[src/rtl/dsm_pkg.sv]
// Shared constants for the third-order CIC sigma-delta decimator.
// No ports. Supplies the CIC order, output width, the number of start-up
// results that are discarded, the default decimation exponent and the
// helper that sizes the internal datapath from that exponent.
package dsm_pkg;

  localparam int CIC_ORDER     = 3;
  localparam int OUT_W         = 16;
  localparam int SETTLE_CNT    = 3;
  localparam int LOG2R_DEFAULT = 6;

  // A full-scale bitstream through an N-th order CIC grows by R^N, so
  // N*log2(R) bits plus one more to hold the exact full-scale value R^N.
  function automatic int cic_width(input int log2r);
    return CIC_ORDER * log2r + 1;
  endfunction

endpackage

[src/rtl/dsm_decim3_if.sv]
// Bitstream-in / sample-out bundle of the CIC decimator.
// Signals:
//   in_en     - qualifies in_bit for one clock
//   in_bit    - modulator bitstream (1 = full scale, 0 = zero)
//   out_data  - unsigned decimated sample, held between strobes
//   out_valid - one-cycle strobe marking a new out_data
//   settled   - high once the start-up transient has been flushed
// master drives the bitstream, slave (the decimator) drives the results.
interface dsm_decim3_if;
  import dsm_pkg::*;

  logic             in_en;
  logic             in_bit;
  logic [OUT_W-1:0] out_data;
  logic             out_valid;
  logic             settled;

  modport master (
    output in_en,
    output in_bit,
    input  out_data,
    input  out_valid,
    input  settled
  );

  modport slave (
    input  in_en,
    input  in_bit,
    output out_data,
    output out_valid,
    output settled
  );

endinterface

[src/rtl/cic_integ.sv]
// Enabled modular accumulator used as one CIC integrator stage.
// Ports:
//   clk    - clock, rising edge
//   rst_n  - asynchronous active-low reset, clears the accumulator
//   en_i   - accumulate din_i this cycle, hold otherwise
//   din_i  - DATA_W-bit addend
//   acc_o  - current (pre-update) accumulator value
// The sum wraps modulo 2^DATA_W; a CIC relies on that wrap being exact.
module cic_integ #(
  parameter int DATA_W = 19
) (
  input  logic              clk,
  input  logic              rst_n,
  input  logic              en_i,
  input  logic [DATA_W-1:0] din_i,
  output logic [DATA_W-1:0] acc_o
);

  logic [DATA_W-1:0] acc_q;
  logic [DATA_W-1:0] acc_d;

  assign acc_d = acc_q + din_i;

  always_ff @(posedge clk or negedge rst_n) begin
    if (!rst_n) begin
      acc_q <= '0;
    end else if (en_i) begin
      acc_q <= acc_d;
    end
  end

  assign acc_o = acc_q;

endmodule

[src/rtl/dsm_decim3.sv]
// Third-order CIC decimator for a 1-bit sigma-delta stream, R = 2^LOG2R.
// Ports:
//   clk   - single clock, rising edge
//   rst_n - asynchronous active-low reset of all state
//   bus   - dsm_decim3_if slave: in_en/in_bit in, out_data/out_valid/settled out
// Integrators run on in_en cycles; the comb section and output stage run
// on the two cycles following each decimation boundary, whatever in_en does.
module dsm_decim3
  import dsm_pkg::*;
#(
  parameter int LOG2R = LOG2R_DEFAULT
) (
  input  logic        clk,
  input  logic        rst_n,
  dsm_decim3_if.slave bus
);

  localparam int W     = cic_width(LOG2R);
  localparam int SHIFT = CIC_ORDER * LOG2R - OUT_W;
  localparam int SC_W  = $clog2(SETTLE_CNT + 1);

  generate
    if (LOG2R < 6 || LOG2R > 8) begin : g_bad_log2r
      $error("dsm_decim3: LOG2R must be within 6..8");
    end
  endgenerate

  // The comb result is R^3 times the frame mean, i.e. at most 2^(3*LOG2R).
  // Dropping SHIFT bits maps that onto 0..65536; 65536 itself clips to 65535.
  function automatic logic [OUT_W-1:0] scale_sat(input logic [W-1:0] v);
    logic [W-1:0] s;
    s = v >> SHIFT;
    if (|s[W-1:OUT_W]) begin
      scale_sat = '1;
    end else begin
      scale_sat = s[OUT_W-1:0];
    end
  endfunction

  logic [W-1:0]       in_ext;
  logic [W-1:0]       integ1;
  logic [W-1:0]       integ2;
  logic [W-1:0]       integ3;
  logic [W-1:0]       integ3_next;

  logic [LOG2R-1:0]   cnt_q;
  logic [LOG2R-1:0]   cnt_d;
  logic               frame_end;

  logic [W-1:0]       x_p0_q;
  logic               vld_p0_q;

  logic [W-1:0]       comb1;
  logic [W-1:0]       comb2;
  logic [W-1:0]       comb3;
  logic [W-1:0]       dly1_q;
  logic [W-1:0]       dly2_q;
  logic [W-1:0]       dly3_q;
  logic [SC_W-1:0]    settle_cnt_q;
  logic               settle_done;

  logic [OUT_W-1:0]   data_p1_q;
  logic               vld_p1_q;
  logic               settled_q;

  assign in_ext = W'(bus.in_bit);

  // Each stage adds the previous stage's pre-update value, so chaining the
  // registered outputs gives the textbook integrator cascade.
  cic_integ #(.DATA_W(W)) u_integ1 (
    .clk   (clk),
    .rst_n (rst_n),
    .en_i  (bus.in_en),
    .din_i (in_ext),
    .acc_o (integ1)
  );

  cic_integ #(.DATA_W(W)) u_integ2 (
    .clk   (clk),
    .rst_n (rst_n),
    .en_i  (bus.in_en),
    .din_i (integ1),
    .acc_o (integ2)
  );

  cic_integ #(.DATA_W(W)) u_integ3 (
    .clk   (clk),
    .rst_n (rst_n),
    .en_i  (bus.in_en),
    .din_i (integ2),
    .acc_o (integ3)
  );

  // The boundary sample must include the update happening on this very
  // in_en cycle, so the last integrator's next value is formed here.
  assign integ3_next = integ3 + integ2;

  assign frame_end = bus.in_en && (cnt_q == {LOG2R{1'b1}});
  assign cnt_d     = bus.in_en ? cnt_q + LOG2R'(1) : cnt_q;

  assign comb1       = x_p0_q - dly1_q;
  assign comb2       = comb1 - dly2_q;
  assign comb3       = comb2 - dly3_q;
  assign settle_done = (settle_cnt_q == SC_W'(SETTLE_CNT));

  always_ff @(posedge clk or negedge rst_n) begin
    if (!rst_n) begin
      cnt_q        <= '0;
      x_p0_q       <= '0;
      vld_p0_q     <= 1'b0;
      dly1_q       <= '0;
      dly2_q       <= '0;
      dly3_q       <= '0;
      settle_cnt_q <= '0;
      data_p1_q    <= '0;
      vld_p1_q     <= 1'b0;
      settled_q    <= 1'b0;
    end else begin
      cnt_q <= cnt_d;

      // p0: capture the decimated integrator sample
      vld_p0_q <= frame_end;
      if (frame_end) begin
        x_p0_q <= integ3_next;
      end

      // p1: comb differences, history update, scaling and output register
      vld_p1_q <= vld_p0_q && settle_done;
      if (vld_p0_q) begin
        dly1_q <= x_p0_q;
        dly2_q <= comb1;
        dly3_q <= comb2;
        if (!settle_done) begin
          settle_cnt_q <= settle_cnt_q + SC_W'(1);
        end
      end
      if (vld_p0_q && settle_done) begin
        data_p1_q <= scale_sat(comb3);
        settled_q <= 1'b1;
      end
    end
  end

  assign bus.out_data  = data_p1_q;
  assign bus.out_valid = vld_p1_q;
  assign bus.settled   = settled_q;

endmodule
[src/flat_wrapper.sv]
// flat-port wrapper written by rule: the top's interface ports become plain ports
module dsm_decim3_flat import dsm_pkg::*;
#(
  parameter int LOG2R = LOG2R_DEFAULT
)
  (clk, rst_n, bus_in_en, bus_in_bit, bus_out_data, bus_out_valid, bus_settled);
  dsm_decim3_if bus_i ();
  input  logic clk;
  input  logic rst_n;
  input wire logic [$bits(bus_i.in_en)-1:0] bus_in_en;
  input wire logic [$bits(bus_i.in_bit)-1:0] bus_in_bit;
  output wire logic [$bits(bus_i.out_data)-1:0] bus_out_data;
  output wire logic [$bits(bus_i.out_valid)-1:0] bus_out_valid;
  output wire logic [$bits(bus_i.settled)-1:0] bus_settled;
  assign bus_i.in_en = bus_in_en;
  assign bus_i.in_bit = bus_in_bit;
  assign bus_out_data = bus_i.out_data;
  assign bus_out_valid = bus_i.out_valid;
  assign bus_settled = bus_i.settled;
  dsm_decim3 #(.LOG2R(LOG2R)) u_core (.clk(clk), .rst_n(rst_n), .bus(bus_i));
endmodule
[config.mk]
export PLATFORM = sky130hd
export DESIGN_NAME = dsm_decim3_flat
export DESIGN_NICKNAME = d
export VERILOG_FILES = /design/src/rtl/dsm_pkg.sv /design/src/rtl/dsm_decim3_if.sv /design/src/rtl/cic_integ.sv /design/src/rtl/dsm_decim3.sv /design/src/flat_wrapper.sv
export SDC_FILE = /design/constraint.sdc
export NUM_CORES = 1
export LEC_CHECK = 0
export BUFFER_PORTS_ARGS = -buffer_cell sky130_fd_sc_hd__buf_2
export CAP_MARGIN = 20
export CORE_MARGIN = 2
export CORE_UTILIZATION = 40
export CTS_BUF_LIST = sky130_fd_sc_hd__clkbuf_2
export CTS_CLUSTER_DIAMETER = 40
export CTS_CLUSTER_SIZE = 24
export DETAILED_ROUTE_END_ITERATION = 12
export REMOVE_ABC_BUFFERS = 1
export SLEW_MARGIN = 20
export SYNTH_ARGS = -nofsm -noshare
export SYNTH_HDL_FRONTEND = slang
export SYNTH_SLANG_ARGS = --single-unit
[constraint.sdc]
create_clock -name clk -period 6.9 [get_ports clk]
set_input_delay 1.035 -clock clk [delete_from_list [all_inputs] [get_ports clk]]
set_output_delay 1.035 -clock clk [all_outputs]
set_load 0.05 [all_outputs]
* Word-level counts from Yosys, hierarchy flattened *
Index checks and enable logic that the tools add are counted.

cells by class
  equality and inequality tests = 2
  shifts and indexed selects = 0
  div/mod/pow operators = 0
  multiply operators = 0
  add/sub/neg operators = 8
  order comparisons = 0
  bitwise gates (word level) = 1
  reductions and logical operators = 3
  multiplexer cells = 1

operators by type and width
  kind                                          count
  subtractor 19 bit                             3
  adder 19 bit                                  2
  adder 19 x 1 -> 19 bit                        1
  two-way mux 16 bit                            1
  adder 6 x 1 -> 6 bit (second input constant)  1
  equality test 6 bit (second input constant)   1
  adder 2 x 1 -> 2 bit (second input constant)  1
  equality test 2 bit (second input constant)   1
  logical AND 1 bit                             2
  AND reduction 2 bit                           1
  NOT 1 bit                                     1

storage, ports and cells
  latch bits = 0
  input bits = 4
  memories = 0
  bits in read-only memories = 0
  memory bits (writable) = 0
  register bits after elaboration = 160
  output and inout bits = 18
  word-level logic and storage cells = 28

* Longest topological paths before layout *
  word-level depth = 4
  mapped depth = 29

* Hierarchy *
Synthesis repeated with hierarchy kept, for this count alone.

unflattened totals
  cell total of the unflattened synthesis = 1317
  area total of the unflattened synthesis = 11927.7 um2

by module, submodules not included
  module                            area an instance (um2)  sequential area each (um2)  instances  cells an instance
  dsm_decim3                        7006.7                  2577.5                      1          786
  cic_integ at u_core.u_integ2 ...  1620.3                  475.5                       2          174
  cic_integ at u_core.u_integ1      1680.4                  475.5                       1          183

* Worst setup path after synthesis *
No wires, ideal clock.

  kind = register to register
  from = reg u_core.dly1_q[0]
  to = reg u_core.data_p1_q[0] (netlist: u_core.bus.out_data[0])
  cell stages (with the launch flop) = 29
  library setup time = 0.121 ns
  arrival = 4.915 ns
  setup slack = 1.864 ns
  required time = 6.779 ns
  clock period less this slack = 5.036 ns
  path buffers = 1
  cell sequence = dfrtp_1 > ha_1 > fa_1 > nor2b_1 > o31a_1 > o21a_1 > o21ai_1 > nand2b_1 > a21oi_1 > xnor2_1 > ha_1 > a21oi_1 > nand2_1 > a21o_1 > a21oi_1 > o31ai_1 > a21o_1 > a21oi_1 > xnor2_1 > ha_1 > nand4_1 > a2bb2oi_1 > o211ai_1 > a221oi_1 > xnor2_1 > xnor3_1 > nand2_4 > buf_8 > o22a_1

on the way
  cells in the longest elaborated chain, start to end = 4

RTL lines
  item                        line               text
  start, declared             dsm_decim3.sv:56   logic [W-1:0] dly1_q;
  start signal, assigned      dsm_decim3.sv:130  dly1_q <= x_p0_q;
  subtractor 19 bit           dsm_decim3.sv:101  assign comb1 = x_p0_q - dly1_q;
  named net u_core.comb1[8]   dsm_decim3.sv:53   logic [W-1:0] comb1;
  subtractor 19 bit           dsm_decim3.sv:102  assign comb2 = comb1 - dly2_q;
  named net u_core.comb2[13]  dsm_decim3.sv:54   logic [W-1:0] comb2;
  subtractor 19 bit           dsm_decim3.sv:103  assign comb3 = comb2 - dly3_q;
  two-way mux 16 bit          dsm_decim3.sv:33   if (|s[W-1:OUT_W]) begin
  end signal, assigned        dsm_decim3.sv:138  data_p1_q <= scale_sat(comb3);
  end, declared               dsm_decim3.sv:62   logic [OUT_W-1:0] data_p1_q;

The timed path passes the listed nets, and every way through them passes these cells.
A chain may end at the register's enable or synchronous reset.

* Worst setup path in the final report *
  from = reg u_core.x_p0_q[0]
  to = reg u_core.data_p1_q[7] (netlist: u_core.bus.out_data[7])

on the way
  cells in the longest elaborated chain, start to end = 4

RTL lines
  item                        line               text
  start, declared             dsm_decim3.sv:50   logic [W-1:0] x_p0_q;
  start signal, assigned      dsm_decim3.sv:124  x_p0_q <= integ3_next;
  subtractor 19 bit           dsm_decim3.sv:101
  named net u_core.comb1[8]   dsm_decim3.sv:53
  subtractor 19 bit           dsm_decim3.sv:102
  named net u_core.comb2[13]  dsm_decim3.sv:54
  subtractor 19 bit           dsm_decim3.sv:103
  two-way mux 16 bit          dsm_decim3.sv:33

The timed path passes the listed nets, and every way through them passes these cells.

==> parameters.txt <==
Parameter                              Value

Run status
  Outcome ... finished, final reports clean

GRT
  Met1 track utilization from global routing ... 0.181
  GRT Total Usage ... 0.138
  Antenna violations before repair ... 1
  Pin count of the biggest net entering global routing ... 78
  Via count of the first global-routing pass ... 6732
  Met2 global-route usage ... 0.235
  Most used routing layer in global routing ... met2
  GRT Residual Overflow ... 0
  Global-route wire length before repair ... 30.1 mm
  Met3 global-route usage ... 0.0295

Logic synthesis
  Async set-or-reset flop fraction in the synthesized netlist ... 1.00
  Share of the yosys chip area belonging to registers ... 0.404
  Synth Flop Type ... sky130_fd_sc_hd__dfrtp_1
  Most common cell in the synthesized netlist ... sky130_fd_sc_hd__dfrtp_1
  Register bit count reported by yosys ... 160
  Mean area per synthesized cell ... 9.96 sq um
  Yosys Warn Count ... 0
  Cell count after synthesis ... 994
  Post-synth design cell area ... 9900 sq um
  Cell taking the most area after synthesis ... sky130_fd_sc_hd__dfrtp_1
  Most numerous cell types in the synthesized netlist ... 160 x sky130_fd_sc_hd__dfrtp_1, 93 x sky130_fd_sc_hd__ha_1, 77 x sky130_fd_sc_hd__nand2_1
  Number of distinct standard cells referenced by the synthesized netlist ... 61
  Share of the synthesized area in the top cell type ... 0.404
  Top cells by area, synth ... sky130_fd_sc_hd__dfrtp_1 40%, sky130_fd_sc_hd__ha_1 12%, sky130_fd_sc_hd__mux2_2 6.8%, sky130_fd_sc_hd__xnor2_1 6.5%, sky130_fd_sc_hd__nand2_1 2.9%
  Post-synth EDFFs ... 0

Timing
  Setup clock skew after layout ... 0.0416 ns
  Final setup violation count ... 0
  Final min period ... 5.54 ns
  Fin crit share ... 0.803
  Unrepaired setup endpoints after global routing ... false
  Slew Viols, Final ... 0
  Slew at the pin closest to its max-slew limit ... 0.748 ns
  Fin. Hold Viols ... 0
  Fin Setup TNS ... 0 ns
  Maximum frequency from static timing analysis ... 181 MHz
  Max transition margin ... 0.501

Worst setup path
  Arrival @ worst endpoint ... 6.21 ns
  Worst reg-to-reg path cell count ... 28
  Crit path top cell by count ... sky130_fd_sc_hd__a21oi_1
  Slowest Stage Delay on Critical Path ... 0.41 ns
  Worst path required time ... 7.57 ns
  Setup slack on the worst flop-to-flop path ... 1.36 ns
  Reg-to-reg endpoint ... u_core.bus.out_data[7]
  Type of the worst setup path ... register to register
  Worst Setup Start Kind ... register
  Worst reg2reg path startpoint ... u_core.x_p0_q[0]
  Critical-path maximum fanout ... 16
  Worst setup EP type ... register
  Master of the slowest instance on the critical path ... sky130_fd_sc_hd__fa_1

Floorplanning
  Number of I/O pins ... 22
  DIE WIDTH ... 161 um
  Die outline area ... 26000 sq um
  Number of standard-cell rows in the floorplan ... 57
  Core Footprint ... 24300 sq um
  DIE HEIGHT ... 161 um
  Initial Util ... 0.407

Clock tree
  Number of sinks handled by clock tree synthesis ... 160
  Number of buffers on the longest clock path ... 2
  Root buf cell ... sky130_fd_sc_hd__clkbuf_2
  Number of cells upsized or downsized after cts ... 0
  H-tree depth reported by CTS ... 4
  Clock tree from TritonCTS ... yes
  Worst-path clk slew ... 0.25 ns
  Number of buffers inserted for hold repair after clock tree synthesis ... 0
  Post-CTS setup buffers ... 0
  Source-to-sink clock delay at the later pin of the worst-skew pair ... 0.74 ns
  Clock buffers created by TritonCTS ... 17

Final layout
  Net total in the final layout ... 1119
  Area grow syn2layout ... 7.33%
  Final core utilization ... 0.437
  Fillcell total ... 2388
  Layout cells sized above 1 ... 0.126

Min path
  Kind of path behind the tightest hold check ... primary input to asynchronous set/reset pin

Placement
  Global placement routability congestion ... 0.761
  Number of port buffers ... 21
  Dpl hpwl ... 12.5 mm

Routing
  Total wirelength of the detailed-routed design ... 16.8 mm
  Total via count in the routed design ... 6822
  Vias per cell ... 5.03
  DRC viols ... 0
  Iteration count of the initial detailed-routing pass ... 4
  Drt wl/cell ... 12.4 um
  Initial DRC count ... 273
  ANT nets after route ... 0

Job
  Maximum capacitance violations ... 0
## layout make-up
cell class,count,area [sq um],area share
Tap cell,324,405,0.0381
Clock buffer,17,85.1,0.00800
Antenna cell,2,5.00,0.000471
Multi-Input combinational cell,737,5530,0.520
Sequential cell,160,4010,0.377
Timing Repair Buffer,27,160,0.0151
Inverter,75,282,0.0265
Clock inverter,15,160,0.0151
## worst max path at each step
stage	startpoint	slack (ns)	to
after floorplan	u_core.dly1_q[0]	1.94	u_core.bus.out_data[0]
after global placement	u_core.dly1_q[0]	1.58	u_core.bus.out_data[2]
after detailed placement	u_core.dly1_q[0]	1.43	u_core.bus.out_data[7]
after global routing	u_core.x_p0_q[0]	0.89	u_core.bus.out_data[7]
after CTS	u_core.dly1_q[0]	1.37	u_core.bus.out_data[3]
final	u_core.x_p0_q[0]	1.36	u_core.bus.out_data[7]
## worst max-delay path, delay by kind of cell, from the launching register on
family / cells / cell delay, ns
xor gates and xnor gates: 4 / 0.80
and+or+nand+nor: 5 / 0.64
adders and majority gates: 4 / 1.24
AOI/OAI and AO/OA: 14 / 2.31
DFF: 1 / 0.40
buffers and inverters: 1 / 0.06
## sequential cells by signal (all words and copies together) (netlist names)
| signal | count |
|---|---|
| u_core.bus.out_data | 16 |
| u_core.dly2_q | 19 |
| u_core.cnt_q | 6 |
| u_core.u_integ3.acc_o | 19 |
| u_core.settle_cnt_q | 2 |
| u_core.bus.settled | 1 |
| u_core.u_integ1.acc_o | 19 |
| u_core.x_p0_q | 19 |
| u_core.vld_p0_q | 1 |
| u_core.dly1_q | 19 |
| u_core.dly3_q | 19 |
| u_core.u_integ2.acc_o | 19 |
| u_core.bus.out_valid | 1 |
## per-stage QoR
stage               instance area, sq um  setup WS (ns)  hold WS, ns  instances
finish                             10600           1.36        0.250       1357
global route                       10600          0.891        0.252       1357
CTS                                10600           1.37        0.259       1354
detailed placement                 10400           1.43        0.463       1322
global placement                   10400           1.58        0.446       1322
floorplan                           9810           1.94        0.442        972
## cells by family (layout without fill, tap and decap cells)
family	Yosys count	in the layout	share of synthesized area
AND/OR/NAND/NOR	243	243	0.115
XOR/XNOR	103	103	0.0925
multiplexers	66	66	0.0747
flip-flops	160	160	0.404
adder cells (fa/ha/maj)	97	97	0.126
AO/OA/AOI/OAI	228	228	0.150
buffers and inverters	97	134	0.0379
other	0	2	0
## routing by layer
metal  part of all wire  up-vias  wire length (um)
li1                   -     3569                 -
met1               0.51     3189              8590
met2               0.46       51              7670
met3              0.025       13               418
met4             0.0092        0               155
met5                  0        -                 0
## cells in the final DEF (no fill, tap or decap), drive strengths merged, types with 7 or more instances in the layout
cell / netlist / layout
ha: 93 / 93
xor2: 28 / 28
nor2b: 13 / 13
nand2: 78 / 78
nor2: 63 / 63
mux2: 60 / 60
nand4: 18 / 18
o21ai: 65 / 65
buf: 8 / 27
a31oi: 8 / 8
nand2b: 9 / 9
dfrtp: 160 / 160
a21oi: 53 / 53
o21a: 17 / 17
nand3: 16 / 16
o22a: 16 / 16
a21o: 24 / 24
and2: 7 / 7
xnor2: 74 / 74
nor3: 17 / 17
clkbuf: 14 / 17
and3: 7 / 7
inv: 75 / 80
Power is left out: the tool's default activity adds up to more than one toggle a clock period on the data nets, which glitch-free logic cannot reach.
